$ cat src/rtl/uart_hex_printer_pkg.sv
// Shared constants and state encoding for the hex printer.
// Imported by the printer top and its nibble converter.
package uart_hex_printer_pkg;

    localparam logic [7:0] CHAR_CR = 8'h0D;
    localparam logic [7:0] CHAR_LF = 8'h0A;
    localparam logic [7:0] CHAR_0  = 8'h30;
    localparam logic [7:0] CHAR_A  = 8'h41;

    typedef enum logic {
        IDLE = 1'b0,
        EMIT = 1'b1
    } state_t;

endpackage

$ cat src/rtl/nibble_to_ascii.sv
// Combinational 4-bit to uppercase hex ASCII converter.
// Reusable by any dump/formatter block.
module nibble_to_ascii
    import uart_hex_printer_pkg::*;
(
    input  logic [3:0] nibble,
    output logic [7:0] ascii
);

    // Digits map onto '0'..'9', letters onto 'A'..'F'
    always_comb begin
        if (nibble < 4'd10) begin
            ascii = CHAR_0 + {4'h0, nibble};
        end else begin
            ascii = CHAR_A + ({4'h0, nibble} - 8'd10);
        end
    end

endmodule

$ cat src/rtl/uart_hex_printer.sv
// Prints a 32-bit word as hex ASCII (MSB nibble first, optional CR LF)
// over the uart_tx ready/data_strobe handshake.
module uart_hex_printer
    import uart_hex_printer_pkg::*;
#(
    parameter int DIGITS  = 8,
    parameter int NEWLINE = 1
) (
    input  logic        clk,
    input  logic        reset,
    input  logic [31:0] value,
    input  logic        value_strobe,
    output logic        ready,
    output logic        overrun,
    output logic [7:0]  uart_data,
    output logic        uart_strobe,
    input  logic        uart_ready
);

    localparam logic [3:0] LAST_IDX   = 4'(DIGITS + 2 * NEWLINE - 1);
    localparam logic [3:0] LAST_DIGIT = 4'(DIGITS - 1);
    localparam logic [3:0] CR_IDX     = 4'(DIGITS);

    state_t      state;
    state_t      state_next;
    logic [3:0]  index;
    logic [31:0] shadow;
    logic        accept;
    logic        issue;
    logic        last_char;
    logic [3:0]  pos;
    logic [3:0]  nibble;
    logic [7:0]  digit_char;
    logic [7:0]  next_char;

    nibble_to_ascii u_nibble (
        .nibble (nibble),
        .ascii  (digit_char)
    );

    // State register
    always_ff @(posedge clk or posedge reset) begin
        if (reset) begin
            state <= IDLE;
        end else begin
            state <= state_next;
        end
    end

    // Next state: leave IDLE on a request, return after the last character
    always_comb begin
        state_next = state;
        unique case (state)
            IDLE: if (value_strobe) state_next = EMIT;
            EMIT: if (issue && last_char) state_next = IDLE;
        endcase
    end

    // Issue decode and character selection; the strobe guard blocks
    // back-to-back issues while the sink's ready still lags by a cycle
    always_comb begin
        accept    = (state == IDLE) && value_strobe;
        issue     = (state == EMIT) && uart_ready && !uart_strobe;
        last_char = (index == LAST_IDX);
        pos       = LAST_DIGIT - index;
        nibble    = 4'(shadow >> {pos, 2'b00});
        if (index <= LAST_DIGIT) begin
            next_char = digit_char;
        end else if (index == CR_IDX) begin
            next_char = CHAR_CR;
        end else begin
            next_char = CHAR_LF;
        end
    end

    // Datapath and registered outputs
    always_ff @(posedge clk or posedge reset) begin
        if (reset) begin
            shadow      <= '0;
            index       <= '0;
            uart_data   <= '0;
            uart_strobe <= 1'b0;
            ready       <= 1'b1;
            overrun     <= 1'b0;
        end else begin
            uart_strobe <= issue;
            ready       <= (state_next == IDLE);
            if (accept) begin
                shadow <= value;
                index  <= '0;
            end
            if (issue) begin
                uart_data <= next_char;
                index     <= index + 4'd1;
            end
            if (value_strobe && !ready) begin
                overrun <= 1'b1;
            end
        end
    end

endmodule

$ cat config.mk
export PLATFORM = sky130hd
export DESIGN_NAME = uart_hex_printer
export DESIGN_NICKNAME = d
export VERILOG_FILES = /design/src/rtl/uart_hex_printer_pkg.sv /design/src/rtl/nibble_to_ascii.sv /design/src/rtl/uart_hex_printer.sv
export SDC_FILE = /design/constraint.sdc
export NUM_CORES = 1
export LEC_CHECK = 0
export CORE_ASPECT_RATIO = 1.4
export CORE_MARGIN = 8
export CORE_UTILIZATION = 51
export CTS_CLUSTER_SIZE = 8
export DETAILED_ROUTE_END_ITERATION = 8
export GPL_TIMING_DRIVEN = 1
export PLACE_DENSITY = 0.78
export SYNTH_ARGS = -nofsm -noshare
export SYNTH_HDL_FRONTEND = slang
export SYNTH_HIERARCHICAL = 1
export SYNTH_SLANG_ARGS = --single-unit
$ cat constraint.sdc
create_clock -name clk -period 2.7 [get_ports clk]
set_clock_uncertainty 0.1 [all_clocks]
set_input_delay 0.54 -clock clk [delete_from_list [all_inputs] [get_ports clk]]
set_output_delay 0.54 -clock clk [all_outputs]
set_load 0.02 [all_outputs]
* After elaboration in Yosys (flattened, before gate mapping) *
Index checks and enable logic that the tools add are counted.
W data, S select, Z words.

operators by class
  add/sub/neg operators = 5
  order comparisons = 2
  shift operators = 1
  eq/ne operators = 2
  reduce and logical (&&, ||, !) cells = 8
  muxes and demuxes = 8
  bitwise logic cells = 2

operators with widths
  kind                   count
  $shr A32 B6 Y4         1
  $mux W8                2
  $add A7 B8 Y8 const A  1
  $eq A4 B4 Y1 const B   2
  $mux W4                2
  $add A6 B4 Y7 const A  1
  $logic_and A1 B1 Y1    5
  $sub A4 B4 Y5 const B  1
  $add A4 B1 Y4 const B  1
  $le A4 B3 Y1 const B   1
  $lt A4 B4 Y1 const B   1
  $sub A3 B4 Y4 const A  1
  $mux W3                1
  $logic_not A1 Y1       2
  $mux W1                2
  $not A1 Y1             2
  $pmux W1 S2            1
  $reduce_bool A2 Y1     1

word-level totals
  output and inout port bits = 11
  register bits after elaboration = 48
  input bits = 36

* Depth between registers and ports, before layout *
Gate-level depths: netlist (run 1).

  depth in word-level cells = 6
  gate-level depth with buffers = 13
  mapped depth without buffers = 12

* Cells and area by module *
The synthesis (run 1) kept the hierarchy.

by module, submodules not included
  module            times used  sequential area each (µm²)  area each (µm²)  cells each
  uart_hex_printer  1           1202.4                      2174.6           231
  nibble_to_ascii   1           0.0                         182.7            28

* Worst setup path after synthesis (run 1) *
OpenSTA, ideal clock, no wires.

  path type = reg-to-reg
  start point = reg index[2]
  end point = reg uart_data[4]
  data arrival time = 2.191 ns
  required time = 2.466 ns
  library setup time = 0.134 ns
  setup slack = 0.276 ns
  stages on the path, launching flop included = 14
  cells stage by stage = dfrtp_1 -> buf_6 -> mux4_2 -> nand2_1 -> a21oi_2 -> inv_1 -> ha_1 -> inv_1 -> ha_1 -> nand3b_1 -> xor2_1 -> nand2_1 -> nand2_1 -> o21ai_0

between the ends
  word-level cells in the longest chain between the ends = 6
  elaborated cells on any way between the ends = 9
  those cells by class = add/sub: 4; order compare: 2; shift: 1; mux: 2

RTL lines
  element                   line                    source
  start: declaration        uart_hex_printer.sv:26  logic [3:0] index;
  start signal: assignment  uart_hex_printer.sv:94  index <= index + 4'd1;
  $sub A3 B4 Y4 *           uart_hex_printer.sv:65  pos = LAST_DIGIT - index;
  $shr A32 B6 Y4 *          uart_hex_printer.sv:66  nibble = 4'(shadow >> {pos, 2'b00});
  via nibble[1]             uart_hex_printer.sv:32  logic [3:0] nibble;
  $sub A4 B4 Y5             nibble_to_ascii.sv:15   ascii = CHAR_A + ({4'h0, nibble} - 8'd10);
  $add A7 B8 Y8             nibble_to_ascii.sv:15
  $mux W8 *                 nibble_to_ascii.sv:12   if (nibble < 4'd10) begin
  via digit_char[4]         uart_hex_printer.sv:33  logic [7:0] digit_char;
  $mux W8 *                 uart_hex_printer.sv:67  if (index <= LAST_DIGIT) begin
  end signal: assignment    uart_hex_printer.sv:93  uart_data <= next_char;
  end: declaration          uart_hex_printer.sv:15  output logic [7:0] uart_data,

The timed path passes the listed nets; every way through them passes the cells marked *.
A chain may end at the register's enable or synchronous reset.

* Worst setup path after layout (run 1) *
  start point = reg index[2]
  end point = reg uart_data[6]

The elaborated chain is that of the path after synthesis.

==> summary.md, run 1 <==
| Metric | Value |
|---|---|
| Nets | `348` |
| Antenna violations before repair | `0` |
| Share of cells above drive strength 1 | `9.804%` |
| Routed WL per cell | `12.75 um` |
| GR met1 Demand/Resource | `approximately 17%` |
| Die Area | `7084 um2` |
| Fillers | `402` |
| GRT met2 Usage | `26.83%` |
| CP arrival | `2.62 ns` |
| Worst-path clk slew | `about 0.090 ns` |
| Max-capacitance violation count | `0` |
| Top_reg_cell synth | `dfrtp_1` |
| Remaining global-route overflow | `0` |
| Area growth syn-to-layout | `26.11%` |
| Power per cell area | `1053 nW/um2` |
| WS Path Type | `reg2reg` |
| Die Wd | `73.46 um` |
| Post-synth top area share | `49.89%` |
| Final Max Slew Viols | `0` |
| Placer congestion estimate | `between 0.9 and 1` |
| Post-synthesis xor/xnor area fraction | `under 10%` |
| Core area | `4499 um2` |
| Yosys reg bits | `48` |
| Worst-skew pair later-pin latency | `0.29 ns` |
| Antenna diodes | `0` |
| Critical path required time | `roughly 2.8 ns` |
| Synth cell count leaders | `122 x nand2_1, 47 x dfrtp_1, 12 x o21ai_0` |
| Antenna viol nets, final | `0` |
| Total Wirelength | `about 4700 um` |
| Sink Count | `48` |
| RSZ-0062 raised after global routing | `no` |
| Finish-stage setup viols | `0` |
| Root buffer cell | `clkbuf_8` |
| Synth Area in Compound Gates | `~6.2%` |
| Total GRT Usage | `14.58%` |
| Post-synth EDFFs | `0` |
| F_max | `approximately 0.4 GHz` |
| Drt first-iter violations | `92` |
| Mapped Cells | `259` |
| Busiest grt layer | `met2` |
| Drt pass-1 iters | `4` |
| Die Ht | `96.44 um` |
| Hold Buf Count CTS | `0` |
| Tcrit/Tclk final | `92.56%` |
| Clk buf depth | `2` |
| Multiplexer area fraction after synthesis | `under 10%` |
| Via density | `about 4.9` |
| R2R setup slack | `0.20 ns` |
| CP Max Fanout | `7` |
| Buffers on Ports | `46` |
| Cell row count | `29` |
| H-tree depth | `2` |
| Area leader, netlist | `dfrtp_1` |
| Yosys cell types | `31` |
| Multi-input combinational cell area | `a little over 1000 um2` |
| Final worst path period need | `2.499 ns` |
| CP Capture Type | `register` |
| Largest family of logic cells by synthesized area | `simple AND/OR/NAND/NOR gates` |
| Sequential fraction of the synthesis area | `between 50% and 60%` |
| Top-level I/O count | `47` |
| Most frequent cell after synthesis | `nand2_1` |
| First-pass GRT wire length | `8266 um` |
| TritonCTS clock tree | `done` |
| Syn_nets | `302` |
| Vias in the first global route | `approximately 1,900` |
| Final Hold Vio Count | `0` |
| HPWL Detailed | `between 3000 and 4000 um` |
| Total CTS buffers | `5` |
| YS warnings | `6` |
| Maximum VDD drop | `456.1 uV` |
| HP Class | `reg2reg` |
| FF/Latch Area | `~1200 um2` |
| Syn avg cell area | `9.101 um2` |
| Met3 Use GR | `2.376%` |
| P_leak | `1.439 nW` |
| Final setup TNS | `0 ns` |
| Main area contributors after synthesis | `dfrtp_1 50%, nand2_1 19%, mux4_1 4.5%` |
| Startpoint Class | `register` |
| DR DRC count | `0` |
| Routed via count | `1,805` |
| Synth Area in Adders | `3.715%` |
| Pin count of the biggest net entering global routing | `36` |
| Cell area after synthesis | `2357 um2` |
| Initial core utilization | `52.39%` |
| Fin util | `66.07%` |
| Simple-Gate Fraction of Synth Area | `a little under a quarter` |
| Share of flip-flops with an asynchronous set or reset | `100.0%` |
| Status | `completed` |
-- per-stage QoR --
step	area (um2)	worst slack [ns]	hold WS (ns)	power (mW)	std cells
after CTS	2968	0.007646	0.3685	3.131	367
final	2973	0.2009	0.3639	3.130	368
after global routing	2973	0.004633	0.3795	3.405	368
after floorplan	2357	0.2756	0.3373	2.300	259
after global placement	2877	0.1664	0.3456	2.643	359
after detailed placement	2877	0.03449	0.3477	2.703	359
-- power breakdown --
part	internal, mW	switching (mW)
Clock	0.186	0.242
Sequential	1.02	0.227
Combinational	0.729	0.730
Total	1.93	1.20
-- critical path: stages (launching register included) --
cell      delay [ns]
dfrtp_2         0.49
mux4_2          0.53
nand2_1         0.10
a21oi_2         0.07
inv_1           0.13
ha_1            0.15
inv_1           0.04
ha_1            0.32
nand3b_1        0.12
a21boi_0        0.18
nand2_1         0.06
o21ai_0         0.14
-- final timing paths --
kind,start,end,cells past startpoint
hold / removal,overrun$_DFFE_PP0P_,overrun$_DFFE_PP0P_,1
setup reg to reg,index[2]$_DFFE_PP0P_,uart_data[6]$_DFFE_PP0P_,11
min in group asynchronous,reset,overrun$_DFFE_PP0P_,2
setup / recovery,index[2]$_DFFE_PP0P_,uart_data[6]$_DFFE_PP0P_,11
max in group asynchronous,reset,index[2]$_DFFE_PP0P_,3
hold reg to reg,overrun$_DFFE_PP0P_,overrun$_DFFE_PP0P_,1
-- timing repair --
| item | in CTS | in global routing |
|---|---|---|
| gates resized for setup | 0 | 3 |
| setup endpoints to repair | 0 | 7 |
| buffers inserted | 0 | 1 |
-- placed cells by master (no fill, tap or decap), types with 2 or more instances in the layout --
| cell type | Yosys | routed |
|---|---|---|
| clkbuf_8 | 0 | 5 |
| nor2_1 | 3 | 3 |
| ha_1 | 7 | 7 |
| xnor2_1 | 2 | 2 |
| dfrtp_1 | 47 | 46 |
| buf_4 | 1 | 9 |
| mux4_1 | 4 | 3 |
| mux4_2 | 4 | 5 |
| nand3b_1 | 3 | 3 |
| o21ai_0 | 12 | 11 |
| inv_1 | 11 | 10 |
| a21oi_1 | 6 | 6 |
| nand2_1 | 122 | 122 |
| xor2_1 | 3 | 3 |
| nand3_1 | 5 | 5 |
| clkdlybuf4s50_1 | 0 | 46 |
-- flip-flops by register name (all words and copies together) (netlist names) --
name / cells
uart_strobe: 1
state: 1
ready: 1
shadow: 32
overrun: 1
index: 4
uart_data: 8
-- final cells by class --
cell class	instances	area share [%]
Inverter	11	1.389
Sequential cell	48	40.49
Timing Repair Buffer	55	17.76
Tap cell	62	2.609
Clock inverter	3	0.7576
Multi-Input combinational cell	184	34.68
Clock buffer	5	2.315
-- cells by family after synthesis --
family | Yosys count
and+or+nand+nor | 137
DFF | 48
buffers and inverters | 27
AOI/OAI and AO/OA | 25
muxes | 9
adders and majority gates | 7
xor gates and xnor gates | 5
other | 1
-- metal layers --
layer / wire, um / part of all wire, %
met1: 2003 / 43
met2: 2455 / 52
met3: 188 / 4.0
met4: 43 / 0.92
met5: 0 / 0
Power figures use the tool's default switching activity.
==> run 2: changes to the inputs <==
Settings changed: PLACE_DENSITY 0.78 to default, PLACE_DENSITY_LB_ADDON from default to 0.3.
==> run 2 against run 1 <==
Worst hold slack gained 0.013 ns. Largest cell class unchanged. Sequential share of layout area is 0.98 points lower. Highest routed layer unchanged. Largest power group unchanged. Cell count up 0.82%. Global-route usage grew 0.47 points. Die area is the same. Register-to-register slack about the same. Maximum frequency decreased by 0.31%. Critical path type unchanged. Sequential cell count unchanged. Clock power up 31%. Critical endpoint unchanged. Total power grew 6.2%.
==> summary.md, run 2 (same netlist as run 1, synthesis figures left out) <==
| Metric | Value |
|---|---|
| Status | `completed` |
| Critical path required time | `~2.8 ns` |
| Worst-skew pair later-pin latency | `0.31 ns` |
| Worst-path clk slew | `around 0.09 ns` |
| Top-level I/O count | `47` |
| CP Max Fanout | `6` |
| HPWL Detailed | `around 3600 um` |
| Drt first-iter violations | `54` |
| Root buffer cell | `clkbuf_8` |
| FF/Latch Area | `1204 um2` |
| Initial core utilization | `52.39%` |
| CP Capture Type | `register` |
| Switching share of power | `36.34%` |
| Antenna diodes | `0` |
| Fillers | `376` |
| Commonest non-fill, non-tap cells in the layout | `122 x nand2_1, 46 x dfrtp_1, 46 x clkdlybuf4s50_1, 12 x o21ai_0, 11 x buf_4` |
| WS Path Type | `reg2reg` |
| Buffers on Ports | `46` |
| Power per cell area | `around 1100 nW/um2` |
| Top layer in use | `met4` |
| Design Power | `3.323 mW` |
| Routed WL per cell | `13.08 um` |
| Hold Buf Count CTS | `0` |
| Met3 Wirelength | `233 um` |
| Largest Register | `shadow` |
| Largest regs | `shadow: 32 flops, uart_data: 8 flops, index: 4 flops` |
| Antenna violations before repair | `0` |
| Fin util | `between 60% and 70%` |
| Largest register FFs | `32` |
| P_leak | `1.478 nW` |
| Slowest cell on crit path | `mux4_2` |
| Core area | `approximately 4500 um2` |
| Finished Layout Cells | `371` |
| Finish-stage setup viols | `0` |
| Top delay family on crit path | `multiplexers` |
| Multi-input combinational cell area | `around 1000 um2` |
| Metal2 WL | `2496 um` |
| Total Wirelength | `4854 um` |
| Final setup TNS | `0 ns` |
| Buf+Inv Stages, Crit Path | `3` |
| Total GRT Usage | `15.05%` |
| Pin count of the biggest net entering global routing | `30` |
| Die Area | `7084 um2` |
| Tcrit/Tclk final | `92.85%` |
| Share of cells above drive strength 1 | `~10%` |
| DR DRC count | `0` |
| Slew HR | `about 44%` |
| H-tree depth | `2` |
| Max-capacitance violation count | `0` |
| Placer congestion estimate | `approximately 0.83` |
| Nets | `roughly 350` |
| Gate power share | `between 40% and 50%` |
| CP arrival | `2.62 ns` |
| Placed Cells | `361` |
| Area growth syn-to-layout | `29.25%` |
| TritonCTS clock tree | `done` |
| Vias in the first global route | `1,889` |
| RSZ-0062 raised after global routing | `no` |
| Via density | `4.849` |
| CP Cell Sequence | `buf_12, mux4_2, nand2_1, a21oi_1, inv_1, ha_1, inv_1, ha_1, nand3b_1, a21boi_1, nand2_1, o21ai_0` |
| CP peak stage delay | `~0.48 ns` |
| Remaining global-route overflow | `0` |
| F_max | `0.3989 GHz` |
| Routed via count | `1,799` |
| Final Hold Vio Count | `0` |
| Worst hold slack | `0.3769 ns` |
| First-pass GRT wire length | `8349 um` |
| Die Ht | `96.44 um` |
| Startpoint Class | `register` |
| Net switching power | `1.208 mW` |
| Cell row count | `29` |
| Worst Tran Pin Value | `0.8344 ns` |
| Clock power share | `between 10% and 20%` |
| Total CTS buffers | `5` |
| P_int | `~2.1 mW` |
| WL met1 | `1999 um` |
| Final Max Slew Viols | `0` |
| Antenna viol nets, final | `0` |
| Sink Count | `48` |
| Die Wd | `73.46 um` |
| Commonest non-fill, non-tap cell in the layout | `nand2_1` |
| Clk buf depth | `2` |
| Drt pass-1 iters | `4` |
| Final worst path period need | `~2.5 ns` |
| HP Class | `reg2reg` |
| Share of power burned in registers | `around 37%` |
| Maximum VDD drop | `549.8 uV` |
run 2: changes by cell type in the layout (fill, tap and decap cells not counted), sizes merged:
cell	change
bufinv	+1
clkbuf	+2
clkinv	-2
buf	+3
inv	-1
run 2: final timing paths:
kind | from | end | slack (ns) | cells after the start
worst max-delay path | index[2]$_DFFE_PP0P_ | uart_data[6]$_DFFE_PP0P_ | 0.19 | 12
worst min-delay path | overrun$_DFFE_PP0P_ | overrun$_DFFE_PP0P_ | 0.38 | 1
worst max register to register | index[2]$_DFFE_PP0P_ | uart_data[6]$_DFFE_PP0P_ | 0.19 | 12
worst min register to register | overrun$_DFFE_PP0P_ | overrun$_DFFE_PP0P_ | 0.38 | 1
max in group asynchronous | reset | shadow[27]$_DFFE_PP0P_ | 1.40 | 3
min in group asynchronous | reset | uart_data[7]$_DFFE_PP0P_ | 0.51 | 2
run 2: cell type report:
| class | instances | share of cell area, % |
|---|---|---|
| sequential | 48 | 39.51 |
| multi-input combinational | 184 | 33.96 |
| timing repair buffer | 58 | 18.48 |
| clock buffer | 7 | 3.162 |
| tap | 62 | 2.546 |
| inverter | 11 | 1.355 |
| clock inverter | 1 | 0.9856 |
run 2: per-layer routing:
layer  vias to the layer above  global-route usage, %
met5                         -                      0
met4                         0                  6.522
met3                        11                  4.029
met2                        45                  26.02
met1                       823                  16.99
li1                        920                      -
run 2: through the flow:
stage | area (um2) | setup slack, ns
6_report | 3047 | 0.1931
3_5_place_dp | 2892 | 0.04449
2_1_floorplan | 2357 | 0.2756
4_1_cts | 3019 | 0.08824
3_3_place_gp | 2892 | 0.1399
5_1_grt | 3047 | 0.008307
run 2: power groups by stage:
stage	clock [mW]	sequential [mW]	combinational [mW]
global placement	0	1.26	1.41
floorplan	0	1.21	1.09
finish	0.559	1.24	1.52
CTS	0.568	1.25	1.47
detailed placement	0	1.27	1.46
global route	0.599	1.27	1.72
run 2: timing repair:
item                                    in CTS  in global routing
endpoints found under the setup margin       1                  4
buffers inserted                             0                  2
gates resized for setup                      1                  1
cloned                                       0                  0
run 2: worst register-to-register path, delay by kind of cell (launching register included):
| kind | cells | cell delay [ns] |
|---|---|---|
| AOI/OAI and AO/OA | 3 | 0.41 |
| adders and majority gates | 2 | 0.47 |
| buffers and inverters | 3 | 0.29 |
| DFF | 1 | 0.41 |
| muxes | 1 | 0.48 |
| and+or+nand+nor | 3 | 0.26 |
